--- config.mk ---
export PLATFORM = sky130hd
export DESIGN_NAME = micro_sequencer_flat
export DESIGN_NICKNAME = d
export VERILOG_FILES = /design/src/rtl/micro_sequencer_if.sv /design/src/rtl/micro_sequencer.sv /design/src/flat_wrapper.sv
export SDC_FILE = /design/constraint.sdc
export NUM_CORES = 1
export LEC_CHECK = 0
export ABC_AREA = 0
export CAP_MARGIN = 20
export CORE_AREA = 2 2 112 114
export DETAILED_ROUTE_END_ITERATION = 8
export DIE_AREA = 0 0 114 116
export HOLD_SLACK_MARGIN = 0.02
export PLACE_DENSITY = 0.59
export SYNTH_ARGS = -nofsm -noshare
export SYNTH_HDL_FRONTEND = slang
export SYNTH_SLANG_ARGS = --single-unit
--- constraint.sdc ---
create_clock -name clock -period 2.6 [get_ports clock]
set_clock_uncertainty 0.05 [all_clocks]
set_input_delay 0.26 -clock clock [delete_from_list [all_inputs] [get_ports clock]]
set_output_delay 0.26 -clock clock [all_outputs]
set_load 0.01 [all_outputs]
--- src/rtl/micro_sequencer_if.sv ---
// Host, ROM and ALU bundle for micro_sequencer.
// Step/halt signals exist only with MICRO_SEQUENCER_STEP_EN.
interface micro_sequencer_if #(
    parameter int AW = 6,
    parameter int DW = 8,
    parameter int IW = 19
);
    logic          start;
    logic [AW-1:0] start_addr;
    logic [AW-1:0] end_addr;
    logic          busy;
    logic          done;
    logic [AW-1:0] rom_addr;
    logic [IW-1:0] rom_data;
    logic [DW-1:0] alu_a;
    logic [DW-1:0] alu_b;
    logic [2:0]    alu_sel;
    logic          alu_cin;
    logic [DW-1:0] alu_y;
    logic [1:0]    rd_addr;
    logic [DW-1:0] rd_data;
`ifdef MICRO_SEQUENCER_STEP_EN
    logic          step_mode;
    logic          step;
    logic          halted;
`endif

    modport master (
        input  start, start_addr, end_addr,
        input  rom_data, alu_y, rd_addr,
`ifdef MICRO_SEQUENCER_STEP_EN
        input  step_mode, step,
        output halted,
`endif
        output busy, done, rom_addr,
        output alu_a, alu_b, alu_sel, alu_cin,
        output rd_data
    );

    modport slave (
        output start, start_addr, end_addr,
        output rom_data, alu_y, rd_addr,
`ifdef MICRO_SEQUENCER_STEP_EN
        output step_mode, step,
        input  halted,
`endif
        input  busy, done, rom_addr,
        input  alu_a, alu_b, alu_sel, alu_cin,
        input  rd_data
    );
endinterface

--- src/rtl/micro_sequencer.sv ---
// Microprogram controller: fetch/exec/write over a 4x8 regfile.
// Optional single-step HOLD state under MICRO_SEQUENCER_STEP_EN.
module micro_sequencer #(
    parameter int AW = 6,
    parameter int DW = 8,
    parameter int IW = 19
) (
    input  logic             clock,
    input  logic             reset,
    micro_sequencer_if.master bus
);

    typedef enum logic [2:0] {
        IDLE,
        FETCH,
        EXEC,
        WRITE,
`ifdef MICRO_SEQUENCER_STEP_EN
        HOLD,
`endif
        DONE
    } state_t;

    state_t        state;
    state_t        nxt;
    logic [AW-1:0] pc;
    logic [IW-1:0] ir;
    logic [DW-1:0] result;
    logic [DW-1:0] regs [4];

    logic [2:0]    op;
    logic [1:0]    dst;
    logic [1:0]    src_a;
    logic [1:0]    src_b;
    logic          imm_sel;
    logic          cin;
    logic [DW-1:0] imm;
    logic          at_end;

    assign op      = ir[18:16];
    assign dst     = ir[15:14];
    assign src_a   = ir[13:12];
    assign src_b   = ir[11:10];
    assign imm_sel = ir[9];
    assign cin     = ir[8];
    assign imm     = ir[7:0];
    assign at_end  = (pc == bus.end_addr);

    always_ff @(posedge clock or negedge reset) begin
        if (!reset) state <= IDLE;
        else        state <= nxt;
    end

    always_comb begin
        nxt = state;
        unique case (state)
            IDLE:  if (bus.start) nxt = FETCH;
            FETCH: nxt = EXEC;
            EXEC:  nxt = WRITE;
            WRITE: begin
                if (at_end) nxt = DONE;
`ifdef MICRO_SEQUENCER_STEP_EN
                else if (bus.step_mode) nxt = HOLD;
`endif
                else nxt = FETCH;
            end
`ifdef MICRO_SEQUENCER_STEP_EN
            HOLD:  if (bus.step || !bus.step_mode) nxt = FETCH;
`endif
            DONE:  nxt = IDLE;
            default: nxt = IDLE;
        endcase
    end

    always_comb begin
        bus.busy     = 1'b0;
        bus.done     = 1'b0;
        bus.rom_addr = '0;
        bus.alu_a    = '0;
        bus.alu_b    = '0;
        bus.alu_sel  = '0;
        bus.alu_cin  = 1'b0;
`ifdef MICRO_SEQUENCER_STEP_EN
        bus.halted   = 1'b0;
`endif
        unique case (state)
            FETCH: begin
                bus.busy     = 1'b1;
                bus.rom_addr = pc;
            end
            EXEC: begin
                bus.busy    = 1'b1;
                bus.alu_a   = regs[src_a];
                bus.alu_b   = imm_sel ? imm : regs[src_b];
                bus.alu_sel = op;
                bus.alu_cin = cin;
            end
            WRITE: bus.busy = 1'b1;
`ifdef MICRO_SEQUENCER_STEP_EN
            HOLD: begin
                bus.busy   = 1'b1;
                bus.halted = 1'b1;
            end
`endif
            DONE:  bus.done = 1'b1;
            default: ;
        endcase
    end

    // pc advances in WRITE so a HOLD resumes at the next microword
    always_ff @(posedge clock or negedge reset) begin
        if (!reset) begin
            pc     <= '0;
            ir     <= '0;
            result <= '0;
            for (int i = 0; i < 4; i++) regs[i] <= '0;
        end else begin
            unique case (state)
                IDLE:  if (bus.start) pc <= bus.start_addr;
                FETCH: ir <= bus.rom_data;
                EXEC:  result <= bus.alu_y;
                WRITE: begin
                    regs[dst] <= result;
                    if (!at_end) pc <= pc + AW'(1);
                end
                default: ;
            endcase
        end
    end

    assign bus.rd_data = regs[bus.rd_addr];

endmodule

--- src/flat_wrapper.sv ---
// flat-port wrapper written by rule: the top's interface ports become plain ports
module micro_sequencer_flat 
#(
    parameter int AW = 6,
    parameter int DW = 8,
    parameter int IW = 19
)
  (clock, reset, bus_start, bus_start_addr, bus_end_addr, bus_rom_data, bus_alu_y, bus_rd_addr, bus_busy, bus_done, bus_rom_addr, bus_alu_a, bus_alu_b, bus_alu_sel, bus_alu_cin, bus_rd_data);
  micro_sequencer_if #(.AW(AW), .DW(DW), .IW(IW)) bus_i ();
  input  logic clock;
  input  logic reset;
  input wire logic [$bits(bus_i.start)-1:0] bus_start;
  input wire logic [$bits(bus_i.start_addr)-1:0] bus_start_addr;
  input wire logic [$bits(bus_i.end_addr)-1:0] bus_end_addr;
  input wire logic [$bits(bus_i.rom_data)-1:0] bus_rom_data;
  input wire logic [$bits(bus_i.alu_y)-1:0] bus_alu_y;
  input wire logic [$bits(bus_i.rd_addr)-1:0] bus_rd_addr;
  output wire logic [$bits(bus_i.busy)-1:0] bus_busy;
  output wire logic [$bits(bus_i.done)-1:0] bus_done;
  output wire logic [$bits(bus_i.rom_addr)-1:0] bus_rom_addr;
  output wire logic [$bits(bus_i.alu_a)-1:0] bus_alu_a;
  output wire logic [$bits(bus_i.alu_b)-1:0] bus_alu_b;
  output wire logic [$bits(bus_i.alu_sel)-1:0] bus_alu_sel;
  output wire logic [$bits(bus_i.alu_cin)-1:0] bus_alu_cin;
  output wire logic [$bits(bus_i.rd_data)-1:0] bus_rd_data;
  assign bus_i.start = bus_start;
  assign bus_i.start_addr = bus_start_addr;
  assign bus_i.end_addr = bus_end_addr;
  assign bus_i.rom_data = bus_rom_data;
  assign bus_i.alu_y = bus_alu_y;
  assign bus_i.rd_addr = bus_rd_addr;
  assign bus_busy = bus_i.busy;
  assign bus_done = bus_i.done;
  assign bus_rom_addr = bus_i.rom_addr;
  assign bus_alu_a = bus_i.alu_a;
  assign bus_alu_b = bus_i.alu_b;
  assign bus_alu_sel = bus_i.alu_sel;
  assign bus_alu_cin = bus_i.alu_cin;
  assign bus_rd_data = bus_i.rd_data;
  micro_sequencer #(.AW(AW), .DW(DW), .IW(IW)) u_core (.clock(clock), .reset(reset), .bus(bus_i));
endmodule
==> metrics.yaml, run 1 <==
status: "finished, final reports clean"
pwr_density_cell_mw_per_mm2: 1290
tns_ps: 0
critical_path_required_ps: 2290
rrSetupSlack_ps: 610
drtIter0Drc: 168
post-route-min-period_ps: 2486
syn_to_final_growth_pct: 35.11
track_usage_pct: 14.94
setup_violations: 0
synth_area_mm2: 0.003646
ir_drop_mv: 0.4433
clkTransAtPathRegs_ps: 60
die_y_um: 116
fill_cells: 1163
post_cts.repair.setup_buffers: 0
drv_cap: 0
wl_per_cell_um: 18.23
hold_class: "in2async"
hold_violations: 0
critical_path_arrival_ps: 2180
dp_hpwl_um: 6542
start_util_pct: 30.61
numCtsBuffers: 9
yosysTopAreaCellShare_pct: 46.67
slew_violations: 0
yosys_register_bits: 68
reg2reg_to: "u_core.regs[13]$_DFFE_PN0P_"
gr-total-overflow: 0
synthAdderAreaFrac_pct: 0.3432
end_kind: "output pin"
antenna_left: 0
avgSynthCellArea_um2: 12.98
utilization_pct: 41.36
insertion_delay_ps: 320
port_buffers: 79
clock-root-buffer: "clkbuf_16"
power.leakage_uw: 0.002031
fp.dieW_um: 114
fmax_ghz: 0.4022
drive_gt1_share_pct: 30.52
synth_area_leaders: "dfrtp_1 (47%), mux2_2 (16%), mux4_2 (15%), and2_1 (3.3%), nand2_1 (2.9%)"
multi_input_area_mm2: 0.001851
yosysSeqAreaShare_pct: 46.67
regArea_mm2: 0.001705
reg2reg_from: "u_core.state[2]$_DFFE_PN0P_"
antennaDiodeCount: 0
min_period_over_period_pct: 95.62
drc: 0
tightest_slew_ps: 898.4
vias: 2566
place_congestion: 0.7880
die_area_mm2: 0.01322
io_pins: 80
endpoint: "bus_alu_a[6]"
crit_type: "reg2out"
slowest_delay_ps: 540
critPathSlowestCell: "clkdlybuf4s50_1"
synth_top_family_by_area: "multiplexers"
cts_tree: "built"
cts_htree_levels: 3
core_area_mm2: 0.01191
grt_max_degree: 69
crit_path_start_kind: "register"
syn_nets: 326
synth_xor_area_share_pct: 1.682
clk_path_buf_depth: 2
cts_sinks: 68
grt_pass1_vias: 2570
firstDrtPassIters: 4
grt_pass1_wl_um: 14730
rsz0062_at_grt: "no"
final_net_count: 407
critPathMaxFanout: 18
crit_start: "u_core.state[2]$_DFFE_PN0P_"
reg2regPathDepth: 4
antenna_found_initial: 0
synthSimpleGateAreaFrac_pct: 12.42
synth_top_area_cell: "dfrtp_1"
power_uw: 6356
slew_headroom_pct: 40.11
syn_inst: 281
routed_wirelength_um: 9370
synth_compound_area_share_pct: 3.089
vias_per_cell: 4.992
synth.distinct_cells: 35
row_count: 40
ys_warn_count: 0
cp_cell_sequence: "nor2b_4 > nor2b_1 > buf_4 > and2_1 > clkdlybuf4s50_1"
synthMuxAreaShare_pct: 33.05
-- Yosys cell counts (all sizes together) --
master,number
xnor2,7
dfrtp,68
nor3b,4
nor3,5
o21ai,10
buf,12
nor2b,3
o31ai,1
a211o,1
or3b,1
and2,19
nand2,29
nand4,2
nand3,2
mux2i,9
and3,3
clkbuf,7
nor2,14
a21oi,6
o21bai,1
ha,1
mux2,51
nand2b,1
mux4,24
-- cells in the final DEF, fill, tap and decap left out, types with 4 or more instances in the layout --
| master | count |
|---|---|
| o21ai_1 | 7 |
| nor3_1 | 4 |
| clkbuf_16 | 9 |
| mux2i_1 | 9 |
| and2_1 | 19 |
| clkdlybuf4s50_1 | 78 |
| mux2_2 | 51 |
| buf_4 | 10 |
| mux4_2 | 24 |
| nand2_1 | 28 |
| dfrtp_1 | 65 |
| a21oi_1 | 5 |
| nor2_1 | 14 |
| xnor2_1 | 7 |
-- routing by layer --
| metal | vias to the layer above | part of all wire (%) | global-route usage, % |
|---|---|---|---|
| li1 | 1178 | - | - |
| met1 | 1289 | 47 | 22.31 |
| met2 | 92 | 45 | 21.63 |
| met3 | 7 | 6.8 | 3.347 |
| met4 | 0 | 1.0 | 4.634 |
| met5 | - | 0 | 0 |
-- per-stage QoR --
stage / hold slack, ps / worst slack, ps / cell area (um^2) / cells
3_3_place_gp: 429.5 / 288.9 / 4597 / 498
3_5_place_dp: 440.7 / 280.8 / 4597 / 498
5_1_grt: 172.2 / 1.176 / 4926 / 514
4_1_cts: 133.4 / 19.76 / 4925 / 514
6_report: 85.65 / 114.0 / 4926 / 514
2_1_floorplan: -85.59 / 943.1 / 3646 / 281
-- report_power, final --
part	switching [uW]	internal [uW]	leakage, uW
sequential	718	1580	0.000828
combinational	1040	1710	0.00104
clock	468	845	0.000160
total	2220	4130	0.00203
-- worst max-delay path: cells and delay by family, from the launching register on --
| kind | cells | cell delay (ps) |
|---|---|---|
| buffers and inverters | 2 | 800 |
| and+or+nand+nor | 3 | 560 |
| DFF | 1 | 490 |
-- registers in the layout (all words and copies together) (netlist names) --
| register | count |
|---|---|
| u_core.regs | 32 |
| u_core.ir | 19 |
| u_core.result | 8 |
| u_core.pc | 6 |
| u_core.state | 3 |
-- cell families after synthesis --
family | count (synthesis)
and+or+nand+nor | 83
adders and majority gates | 1
DFF | 68
AOI/OAI and AO/OA | 19
xor gates and xnor gates | 7
buffers and inverters | 19
muxes | 84
-- worst min-delay path by stage --
stage | startpoint | to | cells past startpoint
2_1_floorplan | reset | u_core.ir[0]$_DFFE_PN0N_ | 0
3_3_place_gp | u_core.ir[8]$_DFFE_PN0N_ | u_core.ir[8]$_DFFE_PN0N_ | 1
3_5_place_dp | u_core.ir[8]$_DFFE_PN0N_ | u_core.ir[8]$_DFFE_PN0N_ | 1
4_1_cts | reset | u_core.state[0]$_DFFE_PN0P_ | 2
5_1_grt | reset | u_core.state[0]$_DFFE_PN0P_ | 2
6_report | reset | u_core.state[0]$_DFFE_PN0P_ | 2
-- final cells by class --
type | instances | share of cell area, %
Multi-Input combinational cell | 194 | 37.57
Timing Repair Buffer | 89 | 17.48
Tap cell | 147 | 3.734
Clock inverter | 7 | 2.032
Clock buffer | 9 | 4.572
Sequential cell | 68 | 34.62
-- timing repair --
action | in CTS | in global routing
hold buffers | 0 | 0
gates cloned | 0 | 0
gates resized for setup | 2 | 1
endpoints found under the setup margin | 15 | 19
No activity file was read; power rests on OpenSTA's default activity.
==> inputs of run 2 (changes only) <==
--- a/config.mk
+++ b/config.mk
@@ -7,11 +7,14 @@
 export LEC_CHECK = 0
 export ABC_AREA = 0
 export CAP_MARGIN = 20
+export CELL_PAD_IN_SITES_DETAIL_PLACEMENT = 0
+export CELL_PAD_IN_SITES_GLOBAL_PLACEMENT = 1
 export CORE_AREA = 2 2 112 114
 export DETAILED_ROUTE_END_ITERATION = 8
 export DIE_AREA = 0 0 114 116
 export HOLD_SLACK_MARGIN = 0.02
-export PLACE_DENSITY = 0.59
+export PLACE_DENSITY = 0.69
 export SYNTH_ARGS = -nofsm -noshare
 export SYNTH_HDL_FRONTEND = slang
 export SYNTH_SLANG_ARGS = --single-unit
+export TNS_END_PERCENT = 50
==> metrics.yaml, run 2 (synthesis gave the netlist of run 1 again) <==
status: "finished, final reports clean"
vias: 2542
antenna_left: 0
critical_path_required_ps: 2290
clkTransAtPathRegs_ps: 60
drc: 0
grt_pass1_wl_um: 15240
critPathMaxFanout: 20
cp_top_family: "buffers and inverters"
end_kind: "output pin"
final_net_count: 408
power_uw: 6340
io_pins: 80
tightest_slew_ps: 887.1
dp_hpwl_um: 6831
wl_per_cell_um: 18.51
routed_wirelength_um: 9532
crit_buf_inv: 2
hold_class: "in2async"
utilization_pct: 41.40
hold_buffers: 0
clock-root-buffer: "clkbuf_16"
fmax_ghz: 0.4091
post_cts.repair.setup_buffers: 0
core_area_mm2: 0.01191
fp.dieW_um: 114
fin_cells: 515
numCtsBuffers: 9
post-route-min-period_ps: 2444
slew_headroom_pct: 40.86
drive_gt1_share_pct: 30.71
die_y_um: 116
crit_type: "reg2out"
vias_per_cell: 4.936
tns_ps: 0
grt_pass1_vias: 2654
setup_ws_ps: 155.7
rsz0062_at_grt: "no"
row_count: 40
grt_max_degree: 69
slew_violations: 0
drv_cap: 0
clk_path_buf_depth: 2
dp.cells: 499
largest-register: "u_core.regs"
ir_drop_mv: 0.4163
gr-total-overflow: 0
pre_cts_slack_ps: 312.5
critical_path_arrival_ps: 2130
min_period_over_period_pct: 94.01
cts_sinks: 68
antennaDiodeCount: 0
rrSetupSlack_ps: 570
crit_path_start_kind: "register"
pwr_density_cell_mw_per_mm2: 1286
antenna_found_initial: 0
cp_cell_sequence: "nor2b_4 > nor2b_2 > buf_12 > and2_1 > clkdlybuf4s50_1"
port_buffers: 79
hold_violations: 0
drtIter0Drc: 205
cts_tree: "built"
place_congestion: 0.8019
syn_to_final_growth_pct: 35.24
cts_htree_levels: 3
critPathSlowestCell: "clkdlybuf4s50_1"
setup_violations: 0
insertion_delay_ps: 330
firstDrtPassIters: 4
start_util_pct: 30.61
slowest_delay_ps: 550
layout_common_cells: "clkdlybuf4s50_1 (78), dfrtp_1 (66), mux2_2 (51)"
power.leakage_uw: 0.002030
largest_register_ffs: 32
die_area_mm2: 0.01322
cts_resized: 2
mostFrequentLayoutCell: "clkdlybuf4s50_1"
reg_top3: "u_core.regs: 32 flops, u_core.ir: 19 flops, u_core.result: 8 flops"
track_usage_pct: 15.48
==> run 2: layout make-up <==
type / count / area, um^2
multi-input cells: 194 / 1853
clock buffers: 9 / 225.2
repair buffers: 90 / 880.8
clock inverters: 7 / 83.83
well taps: 147 / 183.9
fillers: 1164 / 6980
flip-flops and latches: 68 / 1704
==> run 2: final timing paths <==
kind | cells after the start | endpoint | start
max | 5 | bus_alu_a[7] | u_core.state[2]$_DFFE_PN0P_
min | 2 | u_core.state[0]$_DFFE_PN0P_ | reset
max reg2reg | 4 | u_core.regs[8]$_DFFE_PN0P_ | u_core.state[2]$_DFFE_PN0P_
min reg2reg | 1 | u_core.ir[16]$_DFFE_PN0N_ | u_core.ir[16]$_DFFE_PN0N_
max in group asynchronous | 2 | u_core.ir[10]$_DFFE_PN0N_ | reset
min in group clock | 3 | u_core.result[1]$_DFFE_PN0N_ | bus_alu_y[1]
==> run 2: worst register-to-register path, delay by kind of cell (launching register included) <==
family        cells  cell delay [ps]
simple gates      3              960
flops             1              500
mux               1              410
==> run 2: routing by layer <==
metal / vias up / wire [um] / GRT usage [%]
met1: 1263 / 4523 / 23.37
li1: 1178 / - / -
met2: 92 / 4128 / 22.46
met4: 0 / 125 / 4.878
met5: - / 0 / 0
met3: 9 / 754 / 2.981
==> run 2: report_power, final <==
group          switching, uW  total, uW  leakage, uW  internal (uW)
clock                    508       1270     0.000149            759
sequential               707       2290     0.000829           1580
combinational           1060       2790      0.00105           1730
total                   2280       6340      0.00203           4060
==> run 2: stage by stage <==
step	hold slack (ps)	instance area, um^2
2_1_floorplan	-85.59	3646
3_3_place_gp	429.7	4617
3_5_place_dp	443.5	4617
4_1_cts	120.6	4928
5_1_grt	160.8	4931
6_report	70.89	4931
==> inputs of run 3 (changes only) <==
--- a/config.mk
+++ b/config.mk
@@ -12,8 +12,8 @@
 export CORE_AREA = 2 2 112 114
 export DETAILED_ROUTE_END_ITERATION = 8
 export DIE_AREA = 0 0 114 116
-export HOLD_SLACK_MARGIN = 0.02
-export PLACE_DENSITY = 0.69
+export HOLD_SLACK_MARGIN = 0.1
+export PLACE_DENSITY_LB_ADDON = 0.1
 export SYNTH_ARGS = -nofsm -noshare
 export SYNTH_HDL_FRONTEND = slang
 export SYNTH_SLANG_ARGS = --single-unit
==> metrics.yaml, run 3 (synthesis gave the netlist of run 1 again) <==
power_uw: 6186
track_usage_pct: 15.05
reg_top3: "u_core.regs: 32 flops, u_core.ir: 19 flops, u_core.result: 8 flops"
insertion_delay_ps: 330
critPathSlowestCell: "mux4_2"
status: "finished, final reports clean"
fp.dieW_um: 114
mostFrequentLayoutCell: "clkdlybuf4s50_1"
hold_class: "in2reg"
setup_ws_ps: 150.7
slowest_delay_ps: 580
dp_hpwl_um: 6585
die_y_um: 116
core_area_mm2: 0.01191
min_to: "u_core.result[0]$_DFFE_PN0N_"
clkTransAtPathRegs_ps: 50
final_net_count: 411
slew_violations: 0
critical_path_required_ps: 2290
clock-root-buffer: "clkbuf_16"
setup_violations: 0
crit_path_start_kind: "register"
ir_drop_mv: 0.4450
tightest_slew_ps: 643.2
pre_cts_slack_ps: 234.0
cts_sinks: 68
largest-register: "u_core.regs"
routed_wirelength_um: 9324
hold_start: "bus_alu_y[0]"
critPathMaxFanout: 9
syn_to_final_growth_pct: 35.38
rsz0062_at_grt: "no"
grt_pass1_vias: 2664
reg2regPathDepth: 5
layout_common_cells: "clkdlybuf4s50_1 (78), dfrtp_1 (64), mux2_2 (51)"
port_buffers: 79
cts_tree: "built"
pwr_density_cell_mw_per_mm2: 1253
cts_htree_levels: 3
antenna_left: 0
drv_cap: 0
firstDrtPassIters: 4
reg2reg_to: "u_core.regs[15]$_DFFE_PN0P_"
power.leakage_uw: 0.002034
slew_headroom_pct: 57.12
start_util_pct: 30.61
rrSetupSlack_ps: 450
die_area_mm2: 0.01322
post-route-min-period_ps: 2449
min_period_over_period_pct: 94.21
grt_pass1_wl_um: 14880
vias_per_cell: 4.909
largest_register_ffs: 32
drive_gt1_share_pct: 31.27
clk_path_buf_depth: 2
grt_max_degree: 43
row_count: 40
critical_path_arrival_ps: 2140
drc: 0
antennaDiodeCount: 0
cp_top_family: "multiplexers"
hold_violations: 0
crit_type: "reg2out"
end_kind: "output pin"
drtIter0Drc: 102
crit_buf_inv: 1
fmax_ghz: 0.4083
vias: 2543
reg2reg_from: "u_core.state[1]$_DFFE_PN0P_"
cp_cell_sequence: "mux4_2 > mux2i_1 > nor2_1 > clkdlybuf4s50_1"
antenna_found_initial: 0
place_congestion: 0.7391
io_pins: 80
gr-total-overflow: 0
numCtsBuffers: 9
wl_per_cell_um: 18.00
whs_path_depth: 3
tns_ps: 0
## run 3: changes by cell type in the layout (fill, tap and decap cells not counted), sizes merged
cell	before	now
buf	12	14
bufinv	1	0
clkbuf	9	11
clkinv	2	4
dlygate4sd3	0	1
inv	3	0
## run 3: report_power, final
part           switching [uW]  internal [uW]
sequential                677           1580
clock                     448            664
combinational            1060           1750
## run 3: metal layers
metal / GRT usage (%) / vias to the layer above / routed length [um]
li1: - / 1190 / -
met1: 20.35 / 1283 / 4417
met2: 24.60 / 62 / 4441
met3: 3.295 / 8 / 366
met4: 4.146 / 0 / 98
met5: 0 / - / 0
## run 3: layout make-up
cell class | instances | area, um^2
clock inverter | 5 | 27.53
timing repair buffer | 93 | 922.1
fill | 1165 | 6975
multi-input combinational | 194 | 1853
tap | 147 | 183.9
clock buffer | 11 | 242.7
sequential | 68 | 1707
## run 3: stage by stage
step                      hold slack [ps]  util, %  instance area, um^2  std cells
after global placement              280.3    38.80                 4622        498
after detailed placement            274.6    38.80                 4622        498
final                               405.9    41.44                 4936        518
after CTS                           396.5    41.24                 4912        515
after floorplan                    -85.59        -                 3646        281
after global routing                421.1    41.44                 4936        518
## run 3: how the worst max path moves through the flow
stage                                           start                          end  slack [ps]  cells after the start
after floorplan           u_core.state[2]$_DFFE_PN0P_  u_core.regs[10]$_DFFE_PN0P_         940                      5
after global placement    u_core.state[1]$_DFFE_PN0P_                 bus_alu_a[2]         240                      5
after detailed placement  u_core.state[1]$_DFFE_PN0P_                 bus_alu_a[5]         230                      5
after CTS                 u_core.state[2]$_DFFE_PN0P_                 bus_alu_a[2]          30                      5
after global routing        u_core.ir[10]$_DFFE_PN0N_                 bus_alu_b[4]          10                      4
final                       u_core.ir[10]$_DFFE_PN0N_                 bus_alu_b[4]         150                      4
## run 3: worst reg2reg max path: stages (launching register included)
cell and delay [ps]:
dfrtp_2 460, nor2b_4 210, buf_4 140, nand2_4 150, nor3b_4 610, mux2_2 410
## run 3: repair_timing
action / 4_1_cts / 5_1_grt
hold endpoints to repair: 26 / 0
endpoints found under the setup margin: 15 / 14
setup buffers: 0 / 3
resized for setup: 5 / 1
hold buffers: 1 / 0
